File: src/rtl/dwn_pkg.sv
// ----------------------------------------------------------------------------
// dwn_pkg
// Shared types for the DWN datapath blocks.
//   skid_state_t : occupancy of a 2-entry skid buffer
//                  (SKID_EMPTY = 0 beats, SKID_HALF = 1 beat, SKID_FULL = 2 beats)
// ----------------------------------------------------------------------------
package dwn_pkg;

    typedef enum logic [1:0] {
        SKID_EMPTY,
        SKID_HALF,
        SKID_FULL
    } skid_state_t;

endpackage

File: src/rtl/fixed_dwn_skid_buffer.sv
// ----------------------------------------------------------------------------
// fixed_dwn_skid_buffer
// Generic 2-entry skid buffer on a flat vector.
// Moves one beat per cycle at full throughput.
// Output valid/data and input ready all come straight from registers, so
// no combinational path exists between the upstream and downstream handshakes.
//
// Parameters
//   DATA_WIDTH     width of one beat
// Ports
//   clk            clock, rising edge
//   rst            asynchronous reset, active-low
//   data_in        beat from upstream
//   data_in_valid  upstream beat valid
//   data_in_ready  registered; buffer can accept a beat this cycle
//   data_out       head-of-line beat (the main register)
//   data_out_valid registered; data_out holds a beat
//   data_out_ready downstream accepts data_out this cycle
// ----------------------------------------------------------------------------
module fixed_dwn_skid_buffer
    import dwn_pkg::*;
#(
    parameter int DATA_WIDTH = 4
) (
    input  logic                  clk,
    input  logic                  rst,
    input  logic [DATA_WIDTH-1:0] data_in,
    input  logic                  data_in_valid,
    output logic                  data_in_ready,
    output logic [DATA_WIDTH-1:0] data_out,
    output logic                  data_out_valid,
    input  logic                  data_out_ready
);

    skid_state_t           state_q;
    skid_state_t           state_d;
    logic [DATA_WIDTH-1:0] main_q;
    logic [DATA_WIDTH-1:0] main_d;
    logic [DATA_WIDTH-1:0] skid_q;
    logic [DATA_WIDTH-1:0] skid_d;
    logic                  valid_q;
    logic                  ready_q;
    logic                  in_fire;
    logic                  out_fire;

    // The handshakes use the registered ready/valid only, which keeps the
    // upstream and downstream sides timing-isolated from each other.
    assign in_fire  = data_in_valid & ready_q;
    assign out_fire = valid_q & data_out_ready;

    // The main register is always the head of the line; the skid register only
    // catches the beat accepted in the cycle the downstream stalled.
    always_comb begin
        state_d = state_q;
        main_d  = main_q;
        skid_d  = skid_q;
        case (state_q)
            SKID_EMPTY: begin
                if (in_fire) begin
                    state_d = SKID_HALF;
                    main_d  = data_in;
                end
            end
            SKID_HALF: begin
                if (in_fire && !out_fire) begin
                    state_d = SKID_FULL;
                    skid_d  = data_in;
                end else if (!in_fire && out_fire) begin
                    state_d = SKID_EMPTY;
                end else if (in_fire && out_fire) begin
                    state_d = SKID_HALF;
                    main_d  = data_in;
                end
            end
            SKID_FULL: begin
                // ready is low here, so only the drain side can move
                if (out_fire) begin
                    state_d = SKID_HALF;
                    main_d  = skid_q;
                end
            end
            default: begin
                state_d = SKID_EMPTY;
            end
        endcase
    end

    // valid and ready are registered from the next state so that both are
    // correct in the same cycle that the state takes effect. Reset holds
    // ready low, and ready rises on the first edge after release.
    always_ff @(posedge clk or negedge rst) begin
        if (!rst) begin
            state_q <= SKID_EMPTY;
            main_q  <= '0;
            skid_q  <= '0;
            valid_q <= 1'b0;
            ready_q <= 1'b0;
        end else begin
            state_q <= state_d;
            main_q  <= main_d;
            skid_q  <= skid_d;
            valid_q <= (state_d != SKID_EMPTY);
            ready_q <= (state_d != SKID_FULL);
        end
    end

    assign data_out       = main_q;
    assign data_out_valid = valid_q;
    assign data_in_ready  = ready_q;

endmodule

File: src/rtl/fixed_dwn_unflatten.sv
// ----------------------------------------------------------------------------
// fixed_dwn_unflatten
// Inverse of the DWN flatten stage. Takes a flat LUT-layer bit vector and
// re-forms it as a row-major 2D array, OUT_ROWS rows of OUT_COLS bits each:
//   data_out_0[i][j] = data_in_0[i*OUT_COLS + j]
// A registered 2-entry skid buffer sits in the path. It gives full
// throughput and leaves no combinational path between stages.
//
// Parameters
//   OUT_COLS          bits per output row
//   OUT_ROWS          number of output rows (flat width W = OUT_COLS*OUT_ROWS)
// Ports
//   clk               clock, rising edge
//   rst               asynchronous reset, active-low
//   data_in_0         flat input vector, W bits
//   data_in_0_valid   input beat valid
//   data_in_0_ready   registered; block can accept a beat
//   data_out_0        unpacked 2D output, [OUT_COLS-1:0] x [0:OUT_ROWS-1]
//   data_out_0_valid  registered output valid
//   data_out_0_ready  downstream accepts
// ----------------------------------------------------------------------------
module fixed_dwn_unflatten #(
    parameter int OUT_COLS = 2,
    parameter int OUT_ROWS = 2
) (
    input  logic                             clk,
    input  logic                             rst,
    input  logic [OUT_COLS*OUT_ROWS-1:0]     data_in_0,
    input  logic                             data_in_0_valid,
    output logic                             data_in_0_ready,
    output logic [OUT_COLS-1:0]              data_out_0 [0:OUT_ROWS-1],
    output logic                             data_out_0_valid,
    input  logic                             data_out_0_ready
);

    localparam int W = OUT_COLS * OUT_ROWS;

    logic [W-1:0] remapped;
    logic [W-1:0] buffered;

    // The remap happens before the registers. Row i, column j goes into
    // the slot i*OUT_COLS + j of the buffered vector. Each output row is then
    // one contiguous slice, and the buffer stays a generic flat vector.
    for (genvar i = 0; i < OUT_ROWS; i++) begin : g_row_in
        for (genvar j = 0; j < OUT_COLS; j++) begin : g_col_in
            assign remapped[i*OUT_COLS + j] = data_in_0[i*OUT_COLS + j];
        end
    end

    fixed_dwn_skid_buffer #(
        .DATA_WIDTH (W)
    ) u_skid (
        .clk            (clk),
        .rst            (rst),
        .data_in        (remapped),
        .data_in_valid  (data_in_0_valid),
        .data_in_ready  (data_in_0_ready),
        .data_out       (buffered),
        .data_out_valid (data_out_0_valid),
        .data_out_ready (data_out_0_ready)
    );

    for (genvar i = 0; i < OUT_ROWS; i++) begin : g_row_out
        assign data_out_0[i] = buffered[i*OUT_COLS +: OUT_COLS];
    end

endmodule
File: config.mk
export PLATFORM = sky130hd
export DESIGN_NAME = fixed_dwn_unflatten
export DESIGN_NICKNAME = d
export VERILOG_FILES = /design/src/rtl/dwn_pkg.sv /design/src/rtl/fixed_dwn_skid_buffer.sv /design/src/rtl/fixed_dwn_unflatten.sv
export SDC_FILE = /design/constraint.sdc
export NUM_CORES = 1
export LEC_CHECK = 0
export ABC_AREA = 1
export BUFFER_PORTS_ARGS = -buffer_cell sky130_fd_sc_hd__buf_2
export CORE_AREA = 2 2 39 41
export CTS_BUF_LIST = sky130_fd_sc_hd__clkbuf_4 sky130_fd_sc_hd__clkbuf_8 sky130_fd_sc_hd__clkbuf_16
export DETAILED_ROUTE_END_ITERATION = 10
export DIE_AREA = 0 0 41 43
export GPL_ROUTABILITY_DRIVEN = 1
export GPL_TIMING_DRIVEN = 0
export PLACE_DENSITY = 0.73
export SLEW_MARGIN = 10
export SYNTH_ARGS = -nofsm -noshare
export SYNTH_HDL_FRONTEND = slang
export SYNTH_HIERARCHICAL = 1
export SYNTH_SLANG_ARGS = --single-unit
File: constraint.sdc
create_clock -name clk -period 1.7 [get_ports clk]
set_clock_uncertainty 0.2 [all_clocks]
set_input_delay 0.085 -clock clk [delete_from_list [all_inputs] [get_ports clk]]
set_output_delay 0.085 -clock clk [all_outputs]
set_load 0.01 [all_outputs]
# Word-level counts from Yosys, hierarchy flattened

Cells that the tools add are included.

Register bits after elaboration: 12
Output and inout port bits: 6
Word-level logic and storage cells: 37

Eq/ne operators: 8
Multiplexer cells: 12
Bitwise gates (word level): 2
Reduce and logical (&&, ||, !) cells: 10

Operator list:

| kind               | count |
|---|---|
| $mux 4             | 5 |
| $pmux 4 s3         | 1 |
| $mux 2             | 5 |
| $ne 2x1->1 const B | 3 |
| $ne 2x2->1 const B | 3 |
| $pmux 2 s3         | 1 |
| $reduce_and 6->1   | 1 |
| $logic_and 1x1->1  | 3 |
| $reduce_bool 3->1  | 1 |
| $and 1x1->1        | 2 |
| $eq 2x1->1 const B | 1 |
| $eq 2x2->1 const B | 1 |
| $logic_not 1->1    | 2 |
| $logic_not 2->1    | 1 |
| $reduce_and 2->1   | 1 |
| $reduce_bool 2->1  | 1 |

# Depth between registers and ports, before layout

Gate-level depths: netlist of run 1.

Depth in word-level cells: 7
Gate-level depth with buffers: 7
Depth with buffers taken out: 6

# Worst setup path after synthesis of run 1

Ideal clock, no wire load.

Path type: register -> register
Start: register u_skid.state_q[1]
End: register u_skid.main_q[0] (netlist: u_skid/data_out[0])
Arrival time: 935 ps
Slack: 447 ps
Stages on the path, launching flop included: 8
Buffers on the path: 1
Period minus slack after synthesis: 1,253 ps
Path through: dfrtp_1 > buf_4 > inv_2 > nand3_4 > nand2_4 > nand2_2 > nand2_1 > nand2_1

Cells in the longest elaborated chain, start to end: 3

RTL lines:

| what                                               | RTL line                     | source |
|---|---|---|
| start: declaration                                 | fixed_dwn_skid_buffer.sv:35  | `skid_state_t state_q;` |
| start signal: assignment                           | fixed_dwn_skid_buffer.sv:99  | `state_q <= state_d;` |
| $eq 2x2->1, or another cell as far along           | fixed_dwn_skid_buffer.sv:57  | `case (state_q)` |
| $ne 2x1->1 (no line), or another cell as far along | --                           |  |
| $reduce_and 6->1 (no line)                         | --                           |  |
| end signal: assignment                             | fixed_dwn_skid_buffer.sv:100 | `main_q <= main_d;` |
| end: declaration                                   | fixed_dwn_skid_buffer.sv:37  | `logic [DATA_WIDTH-1:0] main_q;` |

Several ways; a longest one is shown, not always the timed one.
A chain may end at the register's enable or synchronous reset.

# Worst setup path after layout of run 1

Same ends and word-level chain as after synthesis.

==> results of run 1 <==
[worst max-delay path: cells and delay by family, from the launching register on]
family | cells | cell delay, ns
buffers and inverters | 2 | 0.24
DFF | 1 | 0.36
and+or+nand+nor | 5 | 0.44
[area by class of cell]
type / instances / area [µm²] / area share
Buffer: 1 / 7.51 / 0.00992
Clock buffer: 4 / 36.3 / 0.0479
Inverter: 4 / 15.0 / 0.0198
Multi-Input combinational cell: 50 / 253 / 0.334
Sequential cell: 12 / 300 / 0.397
Tap cell: 16 / 20.0 / 0.0264
Timing Repair Buffer: 19 / 125 / 0.165
[power by group]
group          internal [µW]  switching [µW]  total, µW
logic                    198             334        532
registers                415            74.4        489
clock network            130            91.3        221
total                    743             499       1240
[through the flow]
stage          setup WS, ns  cells
2_1_floorplan         0.447     67
3_3_place_gp          0.378     96
3_5_place_dp          0.362     96
4_1_cts               0.352    106
5_1_grt               0.234    106
6_report              0.354    106
[registers in the layout, indices dropped and copies added, names as in the netlist]
signal                 flops
u_skid/data_out            4
u_skid/skid_q              4
u_skid/state_q             2
u_skid/data_in_ready       1
u_skid/data_out_valid      1
[layout by cell type, fill, tap and decap left out]
master and n:
nand2_1 27, buf_2 13, dfrtp_1 12, nand3_1 10
dlygate4sd3_1 6, o21ai_1 4, clkbuf_4 3, inv_2 2
nand2_4 2, inv_1 2, clkbuf_8 1, buf_4 1
a21oi_1 1, nand3_4 1, o21ai_2 1, nand2_2 1
nor2_1 1, nor2_4 1, nor2_2 1
[per-layer routing]
metal | routed length (µm) | part of all wire | up-vias | track usage
met3 | 37 | 0.033 | 2 | 0.0314
li1 | - | - | 262 | -
met1 | 532 | 0.47 | 224 | 0.246
met5 | 0 | 0 | - | 0
met4 | 9 | 0.0079 | 0 | 0.120
met2 | 554 | 0.49 | 6 | 0.241
[timing repair]
action / CTS / global route
endpoints found under the hold margin: 22 / 0
setup buffers: 0 / 0
hold buffers: 6 / 0
[cells by family after synthesis]
| logic type | share of synthesized area |
|---|---|
| compound gates | 0.0587 |
| flops | 0.522 |
| simple gates | 0.380 |
| buf+inv | 0.0391 |
[worst max-delay path by stage]
stage	cells past startpoint	endpoint	start
after CTS	7	u_skid/data_out[0]	u_skid/state_q[1]
after floorplan	7	u_skid/data_out[0]	u_skid/state_q[1]
final	7	u_skid/data_out[0]	u_skid/state_q[1]
after global placement	7	u_skid/data_out[1]	u_skid/state_q[1]
after detailed placement	7	u_skid/data_out[0]	u_skid/state_q[1]
after global routing	7	u_skid/data_out[0]	u_skid/state_q[1]
[cell usage after synthesis, drive strengths merged]
cell / number / share of area
dfrtp: 12 / 0.52
o21ai: 5 / 0.050
buf: 1 / 0.013
nand2: 30 / 0.23
nand3: 11 / 0.12
nor2: 3 / 0.037
a21oi: 1 / 0.0087
inv: 4 / 0.026
==> impl_metrics.py, run 1 <==
metrics = {
    "run_status": {
        "status": "finished, final reports clean",
    },
    "global_routing": {
        "grt_pass1_vias": 487,
        "grt.total_usage": 0.177,
        "grt-ovfl-total": 0,
        "antenna_found_initial": 0,
        "grt_max_degree": 13,
        "grt_pass1_wl_mm": 2.03,
    },
    "sta": {
        "layout_min_cycle_time_ns": 1.35,
        "final.setup.tns_ns": 0,
        "relSlewSlack": 0.822,
        "max_freq_mhz": 743,
        "finalCritPeriodShare": 0.792,
        "fin_hold_ws_ns": 0.00376,
        "worstMarginPinSlew_ns": 0.266,
        "setup_viol": 0,
        "slew_violations": 0,
        "hold_viol_final": 0,
        "rsz0062_at_grt": "no",
    },
    "placed_design": {
        "place_congestion": 0.746,
        "port_buffers": 13,
        "placed_cell_area_um2": 661,
        "hpwl_um": 818,
    },
    "critical_path": {
        "cp.arrival_ns": 1.31,
        "rrSetupSlack_ns": 0.35,
        "cp_max_fo": 8,
        "r2r_cells": 7,
        "max_stage_delay_ns": 0.36,
        "cpMostUsedCell": "nand2_1",
        "path_cells": "buf_4 -> inv_2 -> nand3_4 -> nand2_4 -> nand2_2 -> nand2_1 -> nand2_1",
        "crit_type": "flip-flop to flip-flop",
        "endpoint_kind": "flip-flop",
        "crit_required_ns": 1.66,
        "startpoint_type": "flip-flop",
        "cp_slowest_cell": "dfrtp_1",
        "r2r_start": "u_skid/state_q[1]",
        "rr_endpoint": "u_skid/data_out[0]",
    },
    "power": {
        "p_per_area_nw_per_um2": 1640,
        "p_leak_uw": 0.000412,
        "total_power_uw": 1240,
        "peakVddDrop_mv": 0.704,
    },
    "synthesis": {
        "syn_inst": 67,
        "ys_ff_latch": 12,
        "ys_types": 15,
        "yosysSeqAreaShare": 0.522,
        "syn_area_um2": 576,
        "synth_area_per_cell_um2": 8.59,
        "yosys_warnings": 6,
        "synth_nets": 75,
    },
    "floorplanning": {
        "core_um2": 1380,
        "core.rowCount": 14,
        "start_util": 0.416,
        "dieArea_um2": 1760,
        "boundaryPins": 14,
        "die_height_um": 43,
        "die_x_um": 41,
    },
    "clock_tree": {
        "ctsResizeCount": 0,
        "cts-root-buf": "clkbuf_4",
        "clk_pin_slew_ns": 0.07,
        "numCtsBuffers": 3,
        "clockBufferDepth": 2,
        "htreeDepth": 1,
        "clkSinkCount": 12,
        "clk_latency_ns": 0.27,
        "cts_tree": "built",
    },
    "routing": {
        "routed_wl_mm": 1.13,
        "routedWlPerCell_um": 10.7,
        "viasPerCell": 4.66,
        "drc_errors": 0,
        "dr.pass1.iters": 3,
        "drt_iter0_drc": 6,
        "vias": 494,
        "drtAntennaViolNets": 0,
    },
    "finish": {
        "fin_area_um2": 757,
        "drive_gt1_frac": 0.300,
        "antenna_cells": 0,
        "synthToLayoutAreaGrowth_pct": 31.5,
        "fin_nets": 99,
        "final_util": 0.547,
        "fill_cells": 132,
    },
    "worst_hold_path": {
        "whs_endpoint": "u_skid/state_q[0]",
        "hold_start": "data_out_0_ready",
        "holdPathStages": 4,
        "hp-class": "input pin to flip-flop",
    },
    "flow_run": {
        "drv_cap": 0,
    },
}
(Power assumes the default switching activity.)
==> run 2, diff against run 1 <==
Settings changed: CORE_AREA 2 2 39 41 to unset, CORE_MARGIN set to 2, CORE_UTILIZATION set to 44, DIE_AREA 0 0 41 43 to unset, PLACE_DENSITY 0.73 to 0.76.
Clock period 1.7 ns to 1.2 ns, I/O delays scaled along.
==> run 2 against run 1 <==
The flow now finishes with violations (hold timing, setup timing). Routed wire length up 2.1%. Via count is 3.6% higher. Clock-buffer cell count stayed put. Sequential power is 43% higher. Final cell count increased by 1.9%. Hold slack worse by 0.047 ns. Register-to-register slack got worse by 0.43 ns. Cell area increased by 6.8%. Flip-flop and latch count unchanged. Critical endpoint unchanged. Largest power group unchanged.
==> impl_metrics.py, run 2 (synthesized netlist as in run 1, its figures left out) <==
metrics = {
    "run_status": {
        "status": "finished, violations left",
        "failed_checks": "hold timing, setup timing",
    },
    "clock_tree": {
        "clk_latency_ns": 0.27,
        "clockBufferDepth": 2,
        "cts-root-buf": "clkbuf_4",
        "hold_buffers": 7,
        "numCtsBuffers": 3,
        "htreeDepth": 1,
        "cts_tree": "built",
        "clk_pin_slew_ns": 0.07,
        "clkSinkCount": 12,
    },
    "routing": {
        "routedWlPerCell_um": 10.7,
        "drc_errors": 0,
        "viasPerCell": 4.74,
        "routed_wl_mm": 1.16,
        "drt_iter0_drc": 11,
        "dr.pass1.iters": 5,
        "vias": 512,
        "drtAntennaViolNets": 0,
    },
    "finish": {
        "fin_area_um2": 808,
        "drive_gt1_frac": 0.344,
        "layout_commonest_cell": "nand2_1",
        "fin_nets": 102,
        "antenna_cells": 0,
        "final_cell_mix": "nand2_1 (25), buf_2 (12), dfrtp_1 (11), nand3_1 (10), dlygate4sd3_1 (7)",
        "fill_cells": 105,
        "synthToLayoutAreaGrowth_pct": 40.4,
    },
    "power": {
        "p_per_area_nw_per_um2": 2310,
        "p_leak_uw": 0.000434,
        "peakVddDrop_mv": 1.23,
    },
    "sta": {
        "finalCritPeriodShare": 1.07,
        "layout_min_cycle_time_ns": 1.28,
        "relSlewSlack": 0.856,
        "rsz0062_at_grt": "yes",
        "worstMarginPinSlew_ns": 0.215,
        "fin_ws_ns": -0.0781,
        "max_freq_mhz": 782,
        "hold_viol_final": 2,
        "setup_viol": 11,
        "final.setup.tns_ns": -0.499,
        "slew_violations": 0,
        "fin_hold_ws_ns": -0.0437,
    },
    "critical_path": {
        "path_cells": "buf_6 -> inv_4 -> nand3_4 -> nand2_4 -> nand2_4 -> nand2_1 -> nand2_1",
        "startpoint_type": "flip-flop",
        "max_stage_delay_ns": 0.37,
        "cp.arrival_ns": 1.24,
        "path_delay_family": "simple AND/OR/NAND/NOR gates",
        "crit_buf_inv": 2,
        "cp_max_fo": 6,
        "endpoint_kind": "flip-flop",
        "cp_slowest_cell": "dfrtp_1",
        "crit_type": "flip-flop to flip-flop",
        "crit_required_ns": 1.17,
    },
    "floorplanning": {
        "boundaryPins": 14,
        "die_height_um": 40.2,
        "die_x_um": 40.2,
        "core_um2": 1250,
        "start_util": 0.460,
        "core.rowCount": 13,
        "dieArea_um2": 1610,
    },
    "global_routing": {
        "busiest_layer": "met2",
        "gr-usage-met2": 0.282,
        "grt.total_usage": 0.193,
        "grt_use_met1": 0.236,
        "grt_pass1_wl_mm": 1.90,
        "grt_max_degree": 13,
        "grt-ovfl-total": 0,
        "antenna_found_initial": 0,
        "grt_use_met3": 0.0556,
        "grt_pass1_vias": 457,
    },
    "placed_design": {
        "port_buffers": 13,
        "hpwl_um": 774,
        "placed_cell_area_um2": 673,
        "place_congestion": 0.797,
    },
    "worst_hold_path": {
        "hp-class": "input pin to flip-flop",
    },
    "flow_run": {
        "drv_cap": 0,
    },
}
## run 2: power breakdown
part           total (µW)  internal, µW  switching (µW)
Clock                 319           184             135
Combinational         843           339             503
Sequential            701           591             111
## run 2: cell type report
cell class | instances | area [µm²] | share of cell area
inverters | 4 | 17.5 | 0.0217
repair buffers | 22 | 153 | 0.189
plain buffers | 1 | 11.3 | 0.0139
flip-flops and latches | 12 | 302 | 0.373
clock buffers | 4 | 36.3 | 0.0449
multi-input cells | 50 | 270 | 0.334
well taps | 15 | 18.8 | 0.0232
## run 2: final timing paths
kind / from / to / slack [ns] / depth (start not counted)
max in group asynchronous: rst / u_skid/state_q[0] / 0.09 / 3
setup / recovery: u_skid/state_q[1] / u_skid/data_out[0] / -0.08 / 7
hold / removal: data_out_0_ready / u_skid/state_q[0] / -0.04 / 4
hold reg to reg: u_skid/data_out[3] / u_skid/data_out[3] / 0.27 / 2
setup reg to reg: u_skid/state_q[1] / u_skid/data_out[0] / -0.08 / 7
min in group asynchronous: rst / u_skid/skid_q[3] / 0.54 / 3
## run 2: repair_timing
item | 4_1_cts | 5_1_grt
endpoints found under the hold margin | 22 | 1
pin swaps | 6 | 1
gates resized for setup | 3 | 1
setup endpoints to repair | 12 | 24
setup buffers | 2 | 0
## run 2: per-stage QoR
| stage | total power (µW) | hold slack, ns | utilization | setup slack, ns | std cells |
|---|---|---|---|---|---|
| floorplan | 1260 | -0.436 | - | -0.0223 | 67 |
| global placement | 1460 | -0.252 | 0.537 | -0.0862 | 95 |
| detailed placement | 1470 | -0.248 | 0.537 | -0.0959 | 95 |
| CTS | 1880 | -0.0520 | 0.643 | -0.0843 | 108 |
| global route | 2020 | -0.0138 | 0.645 | -0.131 | 108 |
| finish | 1860 | -0.0437 | 0.645 | -0.0781 | 108 |
## run 2: tightest hold or removal path, delay by kind of cell
kind | cells | cell delay, ns
buffers and inverters | 1 | 0.08
AND/OR/NAND/NOR | 3 | 0.25
## run 2: metal layers
metal | share of wire | up-vias | wire length, µm
met3 | 0.048 | 0 | 56
li1 | - | 267 | -
met4 | 0 | 0 | 0
met5 | 0 | - | 0
met2 | 0.50 | 19 | 573
met1 | 0.46 | 226 | 528
